File: config.mk
export PLATFORM = sky130hd
export DESIGN_NAME = core_data_responder
export DESIGN_NICKNAME = d
export VERILOG_FILES = /design/src/rtl/core_data_responder_pkg.sv /design/src/rtl/core_data_responder_req_buf.sv /design/src/rtl/core_data_responder.sv
export SDC_FILE = /design/constraint.sdc
export NUM_CORES = 1
export LEC_CHECK = 0
export ABC_AREA = 1
export CORE_MARGIN = 2
export CORE_UTILIZATION = 56
export DETAILED_ROUTE_END_ITERATION = 6
export GPL_TIMING_DRIVEN = 0
export MAX_ROUTING_LAYER = met4
export PLACE_DENSITY = 0.85
export SLEW_MARGIN = 30
export SYNTH_ARGS = -nofsm -noshare
export SYNTH_HDL_FRONTEND = slang
export SYNTH_SLANG_ARGS = --single-unit
File: constraint.sdc
create_clock -name clk -period 3.58 [get_ports clk]
set_clock_uncertainty 0.2 [all_clocks]
set_input_delay 0.537 -clock clk [delete_from_list [all_inputs] [get_ports clk]]
set_output_delay 0.537 -clock clk [all_outputs]
set_load 0.01 [all_outputs]
File: src/rtl/core_data_responder_pkg.sv
// Shared types for the core data-bus responder.
// Request bundle, word/ptr types and FSM encodings.
package core_data_responder_pkg;

  typedef logic [31:0] word_t;
  typedef logic [29:0] ptr_t;

  typedef struct packed {
    ptr_t        addr;
    logic        write;
    word_t       wdata;
    logic [3:0]  be;
  } data_req_t;

  localparam logic [2:0] S_IDLE   = 3'd0;
  localparam logic [2:0] S_WAIT   = 3'd1;
  localparam logic [2:0] S_ISSUE  = 3'd2;
  localparam logic [2:0] S_RDWAIT = 3'd3;
  localparam logic [2:0] S_RESP   = 3'd4;

endpackage

File: src/rtl/core_data_responder_req_buf.sv
// One-entry pending request buffer.
// drop flags a push that finds the entry full with no pop.
module core_data_req_buf
  import core_data_responder_pkg::*;
(
  input  logic      clk,
  input  logic      rst_n,
  input  logic      push,
  input  logic      pop,
  input  data_req_t in_req,
  output data_req_t out_req,
  output logic      valid,
  output logic      drop
);

  data_req_t req_q, req_d;
  logic      valid_q, valid_d;

  always_comb begin
    req_d   = req_q;
    valid_d = valid_q;
    drop    = 1'b0;
    if (pop) valid_d = 1'b0;
    if (push) begin
      if (!valid_q || pop) begin
        req_d   = in_req;
        valid_d = 1'b1;
      end else begin
        drop = 1'b1;
      end
    end
  end

  always_ff @(posedge clk) begin
    if (!rst_n) begin
      req_q   <= '0;
      valid_q <= 1'b0;
    end else begin
      req_q   <= req_d;
      valid_q <= valid_d;
    end
  end

  assign out_req = req_q;
  assign valid   = valid_q;

endmodule

File: src/rtl/core_data_responder.sv
// Responder end of the core data-bus handshake.
// Wait states, SRAM issue, read latency, one pending slot.
module core_data_responder
  import core_data_responder_pkg::*;
#(
  parameter int unsigned WAIT_STATES = 2,
  parameter int unsigned MEM_LATENCY = 1,
  parameter int unsigned MEM_AW      = 12
) (
  input  logic              clk,
  input  logic              rst_n,
  input  logic              data_start,
  input  logic [29:0]       data_addr,
  input  logic              data_write,
  input  logic [31:0]       data_data_wr,
  input  logic [3:0]        data_data_be,
  output logic              data_ready,
  output logic [31:0]       data_data_rd,
  output logic              bad_addr,
  output logic              overrun,
  output logic              busy,
  output logic              mem_en,
  output logic              mem_we,
  output logic [MEM_AW-1:0] mem_addr,
  output logic [3:0]        mem_be,
  output logic [31:0]       mem_wdata,
  input  logic [31:0]       mem_rdata
);

  localparam logic [15:0] WS_LOAD =
    (WAIT_STATES > 0) ? 16'(WAIT_STATES - 1) : 16'd0;
  localparam logic [15:0] ML_LOAD =
    (MEM_LATENCY > 0) ? 16'(MEM_LATENCY - 1) : 16'd0;

  function automatic logic in_range(ptr_t a);
    return (a >> MEM_AW) == '0;
  endfunction

  logic [2:0]        state_q, state_d;
  logic [15:0]       cnt_q, cnt_d;
  data_req_t         act_q, act_d;
  word_t             rd_q, rd_d;
  logic              ovr_q, ovr_d;
  logic              mem_en_q, mem_en_d;
  logic              mem_we_q, mem_we_d;
  logic [MEM_AW-1:0] mem_addr_q, mem_addr_d;
  logic [3:0]        mem_be_q, mem_be_d;
  word_t             mem_wdata_q, mem_wdata_d;

  data_req_t new_req, pend_req, launch_req;
  logic      pend_valid, pend_push, pend_pop;
  logic      pend_drop, launch;

  assign new_req = '{
    addr:  data_addr,
    write: data_write,
    wdata: data_data_wr,
    be:    data_data_be
  };

  assign pend_pop  = (state_q == S_RESP) && pend_valid;
  assign pend_push = data_start && (state_q != S_IDLE) &&
                     !((state_q == S_RESP) && !pend_valid);

  core_data_req_buf u_buf (
    .clk     (clk),
    .rst_n   (rst_n),
    .push    (pend_push),
    .pop     (pend_pop),
    .in_req  (new_req),
    .out_req (pend_req),
    .valid   (pend_valid),
    .drop    (pend_drop)
  );

  always_comb begin
    state_d    = state_q;
    cnt_d      = cnt_q;
    act_d      = act_q;
    rd_d       = rd_q;
    launch     = 1'b0;
    launch_req = new_req;
    unique case (state_q)
      S_IDLE: begin
        if (data_start) launch = 1'b1;
      end
      S_WAIT: begin
        if (cnt_q == '0) state_d = S_ISSUE;
        else             cnt_d   = cnt_q - 16'd1;
      end
      S_ISSUE: begin
        if (act_q.write) begin
          state_d = S_RESP;
        end else begin
          state_d = S_RDWAIT;
          cnt_d   = ML_LOAD;
        end
      end
      S_RDWAIT: begin
        if (cnt_q == '0) begin
          rd_d    = in_range(act_q.addr) ? mem_rdata : '0;
          state_d = S_RESP;
        end else begin
          cnt_d = cnt_q - 16'd1;
        end
      end
      S_RESP: begin
        if (pend_valid) begin
          launch     = 1'b1;
          launch_req = pend_req;
        end else if (data_start) begin
          launch = 1'b1;
        end else begin
          state_d = S_IDLE;
        end
      end
      default: state_d = S_IDLE;
    endcase
    if (launch) begin
      act_d   = launch_req;
      cnt_d   = WS_LOAD;
      state_d = (WAIT_STATES > 0) ? S_WAIT : S_ISSUE;
    end
  end

  // SRAM port is registered on entry to ISSUE; holds otherwise
  always_comb begin
    mem_en_d    = (state_d == S_ISSUE) && in_range(act_d.addr);
    mem_we_d    = mem_we_q;
    mem_addr_d  = mem_addr_q;
    mem_be_d    = mem_be_q;
    mem_wdata_d = mem_wdata_q;
    if (mem_en_d) begin
      mem_we_d    = act_d.write;
      mem_addr_d  = act_d.addr[MEM_AW-1:0];
      mem_be_d    = act_d.write ? act_d.be : 4'b0000;
      mem_wdata_d = act_d.wdata;
    end
    ovr_d = ovr_q | pend_drop;
  end

  always_ff @(posedge clk) begin
    if (!rst_n) begin
      state_q     <= S_IDLE;
      cnt_q       <= '0;
      act_q       <= '0;
      rd_q        <= '0;
      ovr_q       <= 1'b0;
      mem_en_q    <= 1'b0;
      mem_we_q    <= 1'b0;
      mem_addr_q  <= '0;
      mem_be_q    <= '0;
      mem_wdata_q <= '0;
    end else begin
      state_q     <= state_d;
      cnt_q       <= cnt_d;
      act_q       <= act_d;
      rd_q        <= rd_d;
      ovr_q       <= ovr_d;
      mem_en_q    <= mem_en_d;
      mem_we_q    <= mem_we_d;
      mem_addr_q  <= mem_addr_d;
      mem_be_q    <= mem_be_d;
      mem_wdata_q <= mem_wdata_d;
    end
  end

  assign data_ready   = (state_q == S_RESP);
  assign bad_addr     = (state_q == S_RESP) && !in_range(act_q.addr);
  assign data_data_rd = rd_q;
  assign overrun      = ovr_q;
  assign busy         = (state_q != S_IDLE) || pend_valid;
  assign mem_en       = mem_en_q;
  assign mem_we       = mem_we_q;
  assign mem_addr     = mem_addr_q;
  assign mem_be       = mem_be_q;
  assign mem_wdata    = mem_wdata_q;

endmodule

# After elaboration in Yosys (flattened, before gate mapping)
# Cells that the tools add are included.
[classes] n_eq_ne=9 addsub=1 muxes=24 reduce_logical=24 bitwise=2
[op_table] operator="$mux W67" n=3
[op_table] operator="$logic_not A30 Y1" n=2
[op_table] operator="$mux W16" n=2
[op_table] operator="$mux W32" n=1
[op_table] operator="$pmux W16 S2" n=1
[op_table] operator="$mux W3" n=6
[op_table] operator="$logic_not A16 Y1" n=1
[op_table] operator="$sub A16 B1 Y16 const B" n=1
[op_table] operator="$pmux W3 S5" n=1
[op_table] operator="$eq A3 B2 Y1 const B" n=3
[op_table] operator="$mux W1" n=8
[op_table] operator="$logic_and A1 B1 Y1" n=6
[op_table] operator="$ne A3 B3 Y1 const B" n=2
[op_table] operator="$reduce_and A3 Y1" n=2
[op_table] operator="$reduce_bool A3 Y1" n=2
[op_table] operator="$mux W4" n=1
[op_table] operator="$ne A2 B2 Y1 const B" n=2
[op_table] operator="$reduce_and A2 Y1" n=2
[op_table] operator="$reduce_or A2 Y1" n=2
[op_table] operator="$eq A3 B1 Y1 const B" n=1
[op_table] operator="$eq A3 B3 Y1 const B" n=1
[op_table] operator="$logic_not A1 Y1" n=3
[op_table] operator="$logic_not A3 Y1" n=1
[op_table] operator="$logic_or A1 B1 Y1" n=2
[op_table] operator="other kinds (4)" n=4
[word_totals] wordCells=79 ff_bits=237 output_inout_bits=86 inputBits=102

# Logic depth before layout (Yosys ltp)
# Gate-level depths: netlist of the first run.
[depth] ltp_word=6 ltp_mapped=16 ltp_nobuf=14

# Cells and area by module
# From an unflattened synthesis of the first run, not the netlist that was laid out.
[hier_totals] cells_unflattened=1563 hier_area_um2=10596.4
[by_module_without_submodules] module="core_data_responder" cells_per_inst=1118 area_per_inst_um2=7532.2 instances=1 seq_area_each_um2=3383.2
[by_module_without_submodules] module="core_data_req_buf" cells_per_inst=445 area_per_inst_um2=3064.2 instances=1 seq_area_each_um2=1361.3

# Worst setup path after synthesis of the first run
# Ideal clock, no wire load.
[synth_path] path_kind="input-to-reg" from="input data_start" to="register mem_addr_q[0] (netlist: mem_addr[0])" setup_time_ps=62 required_ps=3318 path_buffers=2 arrival_ps=1995 path_stages=13 setup_slack_ps=1323 cell_sequence="nand2_1 -> nand2_4 -> buf_2 -> nand3_1 -> nand2_1 -> nor2_1 -> nand3_1 -> nor2_4 -> nand3_4 -> inv_6 -> buf_6 -> nor2_2 -> nor2_2"
[synth_between] elab_chain_len=6 word_cells_on_any_way=11 classes_between="1 x eq/ne; 8 x mux; 2 x reduce/logical"
[synth_lines] element="from (decl)" line_no="core_data_responder.sv:12" rtl="input logic data_start,"
[synth_lines] element="$mux W1 / $mux W3 (equally long branches)" line_no="core_data_responder.sv:85, core_data_responder.sv:111"
[synth_lines] element="$mux W1 / $mux W3 (equally long branches)" line_no="core_data_responder.sv:108" rtl="if (pend_valid) begin"
[synth_lines] element="$pmux W1 S2 / $pmux W3 S5 (equally long branches)" line_no="core_data_responder.sv:83" rtl="unique case (state_q)"
[synth_lines] element="$mux W67 / $mux W3 (equally long branches)" line_no="core_data_responder.sv:119" rtl="if (launch) begin"
[synth_lines] element="$logic_not A30 Y1 / $eq A3 B2 Y1 (equally long branches)" line_no="core_data_responder.sv:36, core_data_responder.sv:128"
[synth_lines] element="$logic_and A1 B1 Y1" line_no="core_data_responder.sv:128" rtl="mem_en_d = (state_d == S_ISSUE) && in_range(act_d.addr);"
[synth_lines] element="to (signal assigned)" line_no="core_data_responder.sv:162" rtl="mem_addr_q <= mem_addr_d;"
[synth_lines] element="to (decl)" line_no="core_data_responder.sv:46" rtl="logic [MEM_AW-1:0] mem_addr_q, mem_addr_d;"
# Parallel ways exist; a longest one is shown, timed or not.
# A chain may end at the register's enable or synchronous reset.

# Final worst setup path of the first run
[layout_path] from="register act_q[55] (netlist name)" to="output bad_addr"
[layout_between] elab_chain_len=3
[layout_lines] element="from (decl)" line_no="core_data_responder.sv:41" rtl="data_req_t act_q, act_d;"
[layout_lines] element="from (signal assigned)" line_no="core_data_responder.sv:157" rtl="act_q <= act_d;"
[layout_lines] element="$logic_not A30 Y1" line_no="core_data_responder.sv:36" rtl="return (a >> MEM_AW) == '0;"
[layout_lines] element="$logic_not A1 Y1" line_no="core_data_responder.sv:169" rtl="assign bad_addr = (state_q == S_RESP) && !in_range(act_q.addr);"
[layout_lines] element="$logic_and A1 B1 Y1" line_no="core_data_responder.sv:169"
[layout_lines] element="to (decl)" line_no="core_data_responder.sv:19" rtl="output logic bad_addr,"
# No other way between the ends.

==> metrics.csv, run 1 <==
metric,value,unit
status,"complete, but fails checks",
I/O pin count,188,
met1 WL,12000,um
drt drc,1,
Worst Max-Slew Pin Slew,761,ps
library cells used by synthesis,37,
largest cells by area after synthesis,"dfxtp_1, nor2_1, o21ai_0, nand2_1, a21oi_1",
met2 routed WL,14100,um
post-CTS setup buffers,0,
GPL Wtd Cong,0.963,
highest clock rate,0.300,GHz
drt initial violations,836,
Mean Syn Cell Area,7.21,um2
H-tree levels,1,
post-route cell area,13100,um2
power density of the placed cells,729,nW/um2
gr ovfl total,0,
WL/cell,15.9,um
initial antenna violation count,0,
root buffer cell,clkbuf_16,
Critical R2R Launch,u_buf.valid,
CP startpoint kind,register,
CP endpoint kind,primary output,
R2R Setup Slk,570,ps
most common cell in the netlist,nor2_1,
Worst-Skew Late Latency,550,ps
slew margin rel.,48.9,%
yosys warns,0,
number of hold violations in the final report,0,
die width,138,um
CTS tree,yes,
minimum hold slack,262,ps
top post-synthesis cells by count,"nor2_1, dfxtp_1, nand2_1, o21ai_0, a21oi_1",
Die Height,138,um
Post-Syn Nets,1504,
failing checks,design-rule violations,
worst r2r path cells,14,
met3 routed WL,2540,um
post-route setup TNS,0,ps
DP Area,12200,um2
global-route usage over all layers,30.3,%
standard-cell rows,49,
Die Area,19100,um2
Leak Pwr,5.44,nW
initial core utilization,56.6,%
antenna cells,0,
hold crit path type,reg -> reg,
post-DP HPWL,20800,um
Top Metal Used,met4,
Worst VDD drop,0.886,mV
number of vias in the routed layout,10300,
Layout Area Growth over Synthesis,29.8,%
NumNets Final,1718,
CP Data Required Time,2840,ps
Clock Path Buffers,3,
"EDFF count, synth",0,
final wirelength,29700,um
number of fill cells,1388,
Worst Setup SP,act_q[55],
Synth Cell Area,10100,um2
r2r endpoint,mem_wdata[28],
pins over their slew limit,0,
core area,17800,um2
Tot Pwr,9.55,mW
vias per cell,5.55,
router iterations before antenna repair,7,
"Seq/Total Area, Yosys",47.0,%
Worst EP arrival,2600,ps
max cap viols,0,
CP endpoint,bad_addr,
final setup fails,0,
Crit Path Class,reg -> out,
total CTS buffers,25,
first-pass GRT wire length,47100,um
Post-synth ARST share,0,%
number of nets with antenna violations after routing,0,
Main synth FF type,dfxtp_1,
RSZ-0062 raised after global routing,false,
CP max FO,10,
post-synth top area share,47.0,%
share of cells above drive strength 1,7.10,%
TritonCTS Sinks,237,
vias in the first global route,9754,
Clock transition at path regs,60,ps
Synth area leader,dfxtp_1,
final worst-path cycle share,93.1,%
Cells after Synth,1400,
Buffers on Ports,187,
final critical-path required period,3330,ps
pin count of the biggest net entering global routing,14,
"flops & latches, synth",237,
registers in the layout (all words and copies together) (netlist names):
signal and flops:
data_data_rd 32, mem_wdata 32, mem_en 1, overrun 1, act_q 67, u_buf.out_req 67
mem_be 4, mem_we 1, u_buf.valid 1, mem_addr 12, state_q 3, cnt_q 16
cells in the final DEF (no fill, tap or decap), types with 3 or more instances in the layout:
cell / count
nor2_1: 286
dfxtp_1: 237
clkdlybuf4s50_1: 187
nand2_1: 184
o21ai_0: 180
a21oi_1: 131
inv_1: 105
clkbuf_1: 73
nand4_1: 45
o21a_1: 35
nand3_1: 28
clkbuf_16: 25
nor2_2: 21
buf_2: 19
or2_2: 14
clkinv_2: 6
nor4_1: 5
nor3_1: 5
o21ai_1: 4
clkbuf_8: 4
nand2_2: 3
o211ai_1: 3
inv_2: 3
buf_8: 3
bufinv_16: 3
critical path, stage by stage, from the launching register on:
cell and delay, ps:
dfxtp_1 310, nor4_1 320, nand3_1 150, nor2_2 310, clkbuf_1 390, nor2_1 70, clkdlybuf4s50_1 510
cells by family after synthesis:
logic type / Yosys count / synth area share (%)
AO/OA/AOI/OAI: 355 / 18.6
AND/OR/NAND/NOR: 601 / 25.7
buffers and inverters: 205 / 8.47
adder cells (fa/ha/maj): 2 / 0.248
flip-flops: 237 / 47.0
timing repair:
item,CTS,global route
hold buffers,0,0
setup endpoints to repair,0,1
gates resized for setup,0,1
cell type report:
cell class              count  area, um2  area share [%]
flip-flops and latches    237       4740            36.2
clock buffers              35        703            5.37
well taps                 229        287            2.19
repair buffers            187       1870            14.3
inverters                 111        424            3.24
clock inverters            11        148            1.13
multi-input cells         958       4490            34.3
plain buffers              94        430            3.28
worst min path at each step:
stage                           from          endpoint  cells past startpoint
floorplan                   act_q[0]          act_q[0]                      2
global placement     data_data_rd[4]   data_data_rd[4]                      1
detailed placement  data_data_rd[23]  data_data_rd[23]                      1
CTS                 data_data_rd[23]  data_data_rd[23]                      1
global route        data_data_rd[29]  data_data_rd[29]                      1
finish              data_data_rd[23]  data_data_rd[23]                      1
routing by layer:
layer	GRT usage, %	vias up
met4	10.7	0
met5	-	-
met2	52.0	549
li1	-	4976
met3	4.99	107
met1	36.2	4709
where the power goes:
group / internal, mW / switching, mW / leakage, nW / total, mW
Sequential: 3.11 / 0.240 / 1.93 / 3.35
Clock: 1.60 / 1.08 / 0.420 / 2.67
Combinational: 1.09 / 2.43 / 3.09 / 3.53
per-stage QoR:
stage	cells	utilization [%]	worst slack [ps]
2_1_floorplan	1400	-	1320
3_3_place_gp	1816	68.7	235
3_5_place_dp	1816	68.7	212
4_1_cts	1862	73.4	118
5_1_grt	1862	73.4	50.2
6_report	1862	73.4	246
Power figures use the tool's default switching activity.
==> run 2: changes to the inputs <==
--- a/config.mk
+++ b/config.mk
@@ -9,6 +9,7 @@
 export CORE_MARGIN = 2
 export CORE_UTILIZATION = 56
 export DETAILED_ROUTE_END_ITERATION = 6
+export GPL_ROUTABILITY_DRIVEN = 0
 export GPL_TIMING_DRIVEN = 0
 export MAX_ROUTING_LAYER = met4
 export PLACE_DENSITY = 0.85
==> run 2 against run 1 <==
Compared with the run above: the run now ends clean; setup slack better by 56 ps; cell area is 0.70% lower; total power is 3.2% lower; combinational power is 1% lower; sequential share of layout area rose by 0.25 points; first-iteration DRC count rose by 4.1%; non-clock buffer count is the same; clock power shrank 9.7%; routed wire length is 1.5% lower; sequential cell count is the same; largest cell class unchanged; largest power group unchanged.
==> metrics.csv, run 2 (synthesis results as in run 1) <==
metric,value,unit
status,completed,
drt initial violations,870,
"commonest non-fill, non-tap cell in the layout",nor2_1,
Die Height,138,um
TritonCTS Sinks,237,
vias in the first global route,9855,
H-tree levels,1,
share of cells above drive strength 1,6.94,%
global-route usage over all layers,30.2,%
vias per cell,5.56,
final core occ,72.9,%
max cap viols,0,
post-CTS setup buffers,0,
core area,17800,um2
post-DP HPWL,20700,um
final wirelength,29200,um
number of fill cells,1385,
WL/cell,15.7,um
CP endpoint kind,primary output,
NumNets Final,1717,
antenna cells,0,
Worst EP arrival,2540,ps
DP Area,12200,um2
highest clock rate,0.305,GHz
Storage cell area,4740,um2
power density of the placed cells,711,nW/um2
pins over their slew limit,0,
Critical R2R Launch,u_buf.valid,
post-route setup TNS,0,ps
Worst Max-Slew Pin Slew,737,ps
pin count of the biggest net entering global routing,14,
number of nets with antenna violations after routing,0,
Hold Crit Start,data_data_rd[27],
post-route cell area,13000,um2
CP max FO,10,
Buffers on Ports,187,
Crit Path Class,reg -> out,
area of the multi-input gates,4490,um2
total CTS buffers,24,
standard-cell rows,49,
Worst-Skew Late Latency,530,ps
Clock transition at path regs,60,ps
Clock Path Buffers,3,
die width,138,um
Layout Area Growth over Synthesis,28.9,%
Leak Pwr,5.39,nW
Worst VDD drop,0.513,mV
slew margin rel.,50.9,%
initial core utilization,56.6,%
first-pass GRT wire length,47200,um
"Largest delay share family, worst path",buffers and inverters,
number of vias in the routed layout,10300,
Die Area,19100,um2
CP peak stage delay,510,ps
final setup fails,0,
RSZ-0062 raised after global routing,false,
CP startpoint kind,register,
number of hold violations in the final report,0,
I/O pin count,188,
final worst-path cycle share,91.5,%
Buf/Inv on CP,2,
router iterations before antenna repair,5,
CP Data Required Time,2840,ps
drt drc,0,
root buffer cell,clkbuf_16,
"commonest non-fill, non-tap cells in the layout","nor2_1, dfxtp_1, clkdlybuf4s50_1, nand2_1, o21ai_0",
final critical-path required period,3280,ps
Worst Setup SP,act_q[58],
CTS tree,yes,
Tot Pwr,9.25,mW
initial antenna violation count,0,
hold crit path type,reg -> reg,
cells along the critical path,nor4_1 > nand3_1 > nor2_2 > clkbuf_1 > nor2_1 > clkdlybuf4s50_1,
gr ovfl total,0,
CP max-delay cell,clkdlybuf4s50_1,
[run 2: worst paths after layout]
kind	slack, ps	cells after the start	endpoint
hold / removal	260	1	data_data_rd[27]
setup reg to reg	540	14	mem_wdata[30]
hold reg to reg	260	1	data_data_rd[27]
setup / recovery	300	6	bad_addr
[run 2: through the flow]
step	instances	hold slack [ps]	setup WS (ps)
CTS	1858	268	163
detailed placement	1816	254	205
global route	1858	288	137
global placement	1816	246	236
finish	1858	261	303
floorplan	1400	238	1320
[run 2: where the power goes]
group | internal, mW | leakage [nW] | switching, mW
clock network | 1.38 | 0.375 | 1.03
registers | 3.11 | 1.93 | 0.235
logic | 1.09 | 3.09 | 2.40
total | 5.59 | 5.39 | 3.66
[run 2: per-layer routing]
layer	track usage, %	up-vias	wire length, um
met3	5.02	98	2510
met4	11.8	0	1070
li1	-	4986	-
met5	-	-	0
met2	50.7	491	13900
met1	36.5	4762	11700
[run 2: final cells by class]
class,instances,share of cell area [%]
Buffer,94,3.31
Clock buffer,36,5.50
Clock inverter,6,0.337
Inverter,111,3.26
Multi-Input combinational cell,958,34.5
Sequential cell,237,36.5
Tap cell,229,2.20
Timing Repair Buffer,187,14.4
[run 2: repair_timing]
| action | 4_1_cts | 5_1_grt |
|---|---|---|
| setup endpoints to repair | 0 | 1 |
| gates resized for setup | 0 | 1 |
| hold buffers | 0 | 0 |
[run 2: worst register-to-register path: cells and delay by family (launching register included)]
family,cells,cell delay (ps)
AND/OR/NAND/NOR,9,1400
flip-flops,1,450
buffers and inverters,5,950
==> run 3: changes to the inputs <==
--- a/config.mk
+++ b/config.mk
@@ -7,12 +7,13 @@
 export LEC_CHECK = 0
 export ABC_AREA = 1
 export CORE_MARGIN = 2
-export CORE_UTILIZATION = 56
+export CORE_UTILIZATION = 50
 export DETAILED_ROUTE_END_ITERATION = 6
 export GPL_ROUTABILITY_DRIVEN = 0
 export GPL_TIMING_DRIVEN = 0
 export MAX_ROUTING_LAYER = met4
-export PLACE_DENSITY = 0.85
+export PLACE_DENSITY = 0.77
+export RECOVER_POWER = 50
 export SLEW_MARGIN = 30
 export SYNTH_ARGS = -nofsm -noshare
 export SYNTH_HDL_FRONTEND = slang
==> run 3 against run 2 <==
Compared with the run above: combinational power about the same; first-iteration DRC count decreased by 5.1%; cell count grew 2.1%; total power rose by 3.8%; highest routed layer unchanged; core utilization is 5.9 points lower; critical path depth stayed put; largest cell class unchanged.
==> metrics.csv, run 3 (synthesis results as in run 1) <==
metric,value,unit
Leak Pwr,5.74,nW
number of vias in the routed layout,10100,
PnR worst setup slack,254,ps
highest clock rate,0.301,GHz
met3 routed WL,2400,um
status,completed,
router iterations before antenna repair,7,
initial core utilization,51.3,%
Worst-Skew Late Latency,520,ps
number of nets with antenna violations after routing,0,
antenna cells,0,
Worst VDD drop,0.374,mV
final setup fails,0,
global-route usage over all layers,27.3,%
vias per cell,5.31,
power density of the placed cells,729,nW/um2
TritonCTS Sinks,237,
Clock Path Buffers,3,
drt drc,0,
hold crit path type,reg -> reg,
standard-cell rows,51,
total CTS buffers,25,
Die Area,21300,um2
core area,19700,um2
CP Data Required Time,2840,ps
CP endpoint kind,primary output,
WL/cell,15.3,um
CP startpoint kind,register,
Clock transition at path regs,60,ps
drt initial violations,826,
Crit Path Class,reg -> out,
Buffers on Ports,187,
post-CTS setup buffers,0,
slew margin rel.,54.2,%
pin count of the biggest net entering global routing,14,
gr ovfl total,0,
share of cells above drive strength 1,6.74,%
die width,146,um
Worst Max-Slew Pin Slew,682,ps
root buffer cell,clkbuf_16,
pins over their slew limit,0,
H-tree levels,1,
Top Metal Used,met4,
Layout Area Growth over Synthesis,30.5,%
vias in the first global route,9619,
Place WS,199,ps
dpl cells,1852,
post-DP HPWL,20600,um
I/O pin count,188,
initial antenna violation count,0,
first-pass GRT wire length,46900,um
cts repair resizes,0,
post-route setup TNS,0,ps
CP max FO,10,
final wirelength,29100,um
met1 WL,12200,um
NumNets Final,1718,
number of hold violations in the final report,0,
met2 routed WL,13700,um
Tot Pwr,9.60,mW
max cap viols,0,
Post-CTS Hold Buffers,0,
"commonest non-fill, non-tap cells in the layout","nor2_1, dfxtp_1, nand2_1, o21ai_0, a21oi_1",
"commonest non-fill, non-tap cell in the layout",nor2_1,
final critical-path required period,3330,ps
Worst EP arrival,2590,ps
Layout Cells excl Fill,1897,
CTS tree,yes,
RSZ-0062 raised after global routing,false,
Die Height,146,um
final worst-path cycle share,92.9,%
==> run 3: final cells by class <==
type                       count  area (um2)
fill                        1758        6480
multi-input combinational    958        4480
sequential                   237        4740
clock inverter                11         184
timing repair buffer         187        1870
inverter                     111         424
tap                          265         332
clock buffer                  34         709
buffer                        94         428
==> run 3: worst paths after layout <==
path / from / slack (ps) / cells after the start / endpoint
worst max-delay path: act_q[59] / 250 / 6 / bad_addr
worst min-delay path: data_data_rd[29] / 260 / 1 / data_data_rd[29]
worst max register to register: u_buf.valid / 260 / 14 / mem_wdata[28]
worst min register to register: data_data_rd[29] / 260 / 1 / data_data_rd[29]
==> run 3: worst max-delay path, cell delays in order, from the launching register on <==
cell	delay, ps
dfxtp_1	310
nor4_1	310
nand3_1	130
nor2_2	300
clkbuf_1	400
nor2_1	90
clkdlybuf4s50_1	530
==> run 3: metrics by stage <==
step / util [%] / area (um2) / hold slack, ps
floorplan: - / 10100 / 238
global placement: 62.6 / 12300 / 246
detailed placement: 62.6 / 12300 / 252
CTS: 67.1 / 13200 / 267
global route: 67.0 / 13200 / 269
finish: 67.0 / 13200 / 256
==> run 3: report_power, final <==
group / total, mW / switching (mW) / internal (mW)
combinational: 3.47 / 2.40 / 1.07
sequential: 3.34 / 0.225 / 3.11
clock: 2.80 / 1.05 / 1.74
==> run 3: per-layer routing <==
layer / track usage (%) / vias to the layer above
met3: 4.97 / 59
met1: 33.5 / 4592
li1: - / 4978
met5: - / -
met4: 8.93 / 0
met2: 45.5 / 438
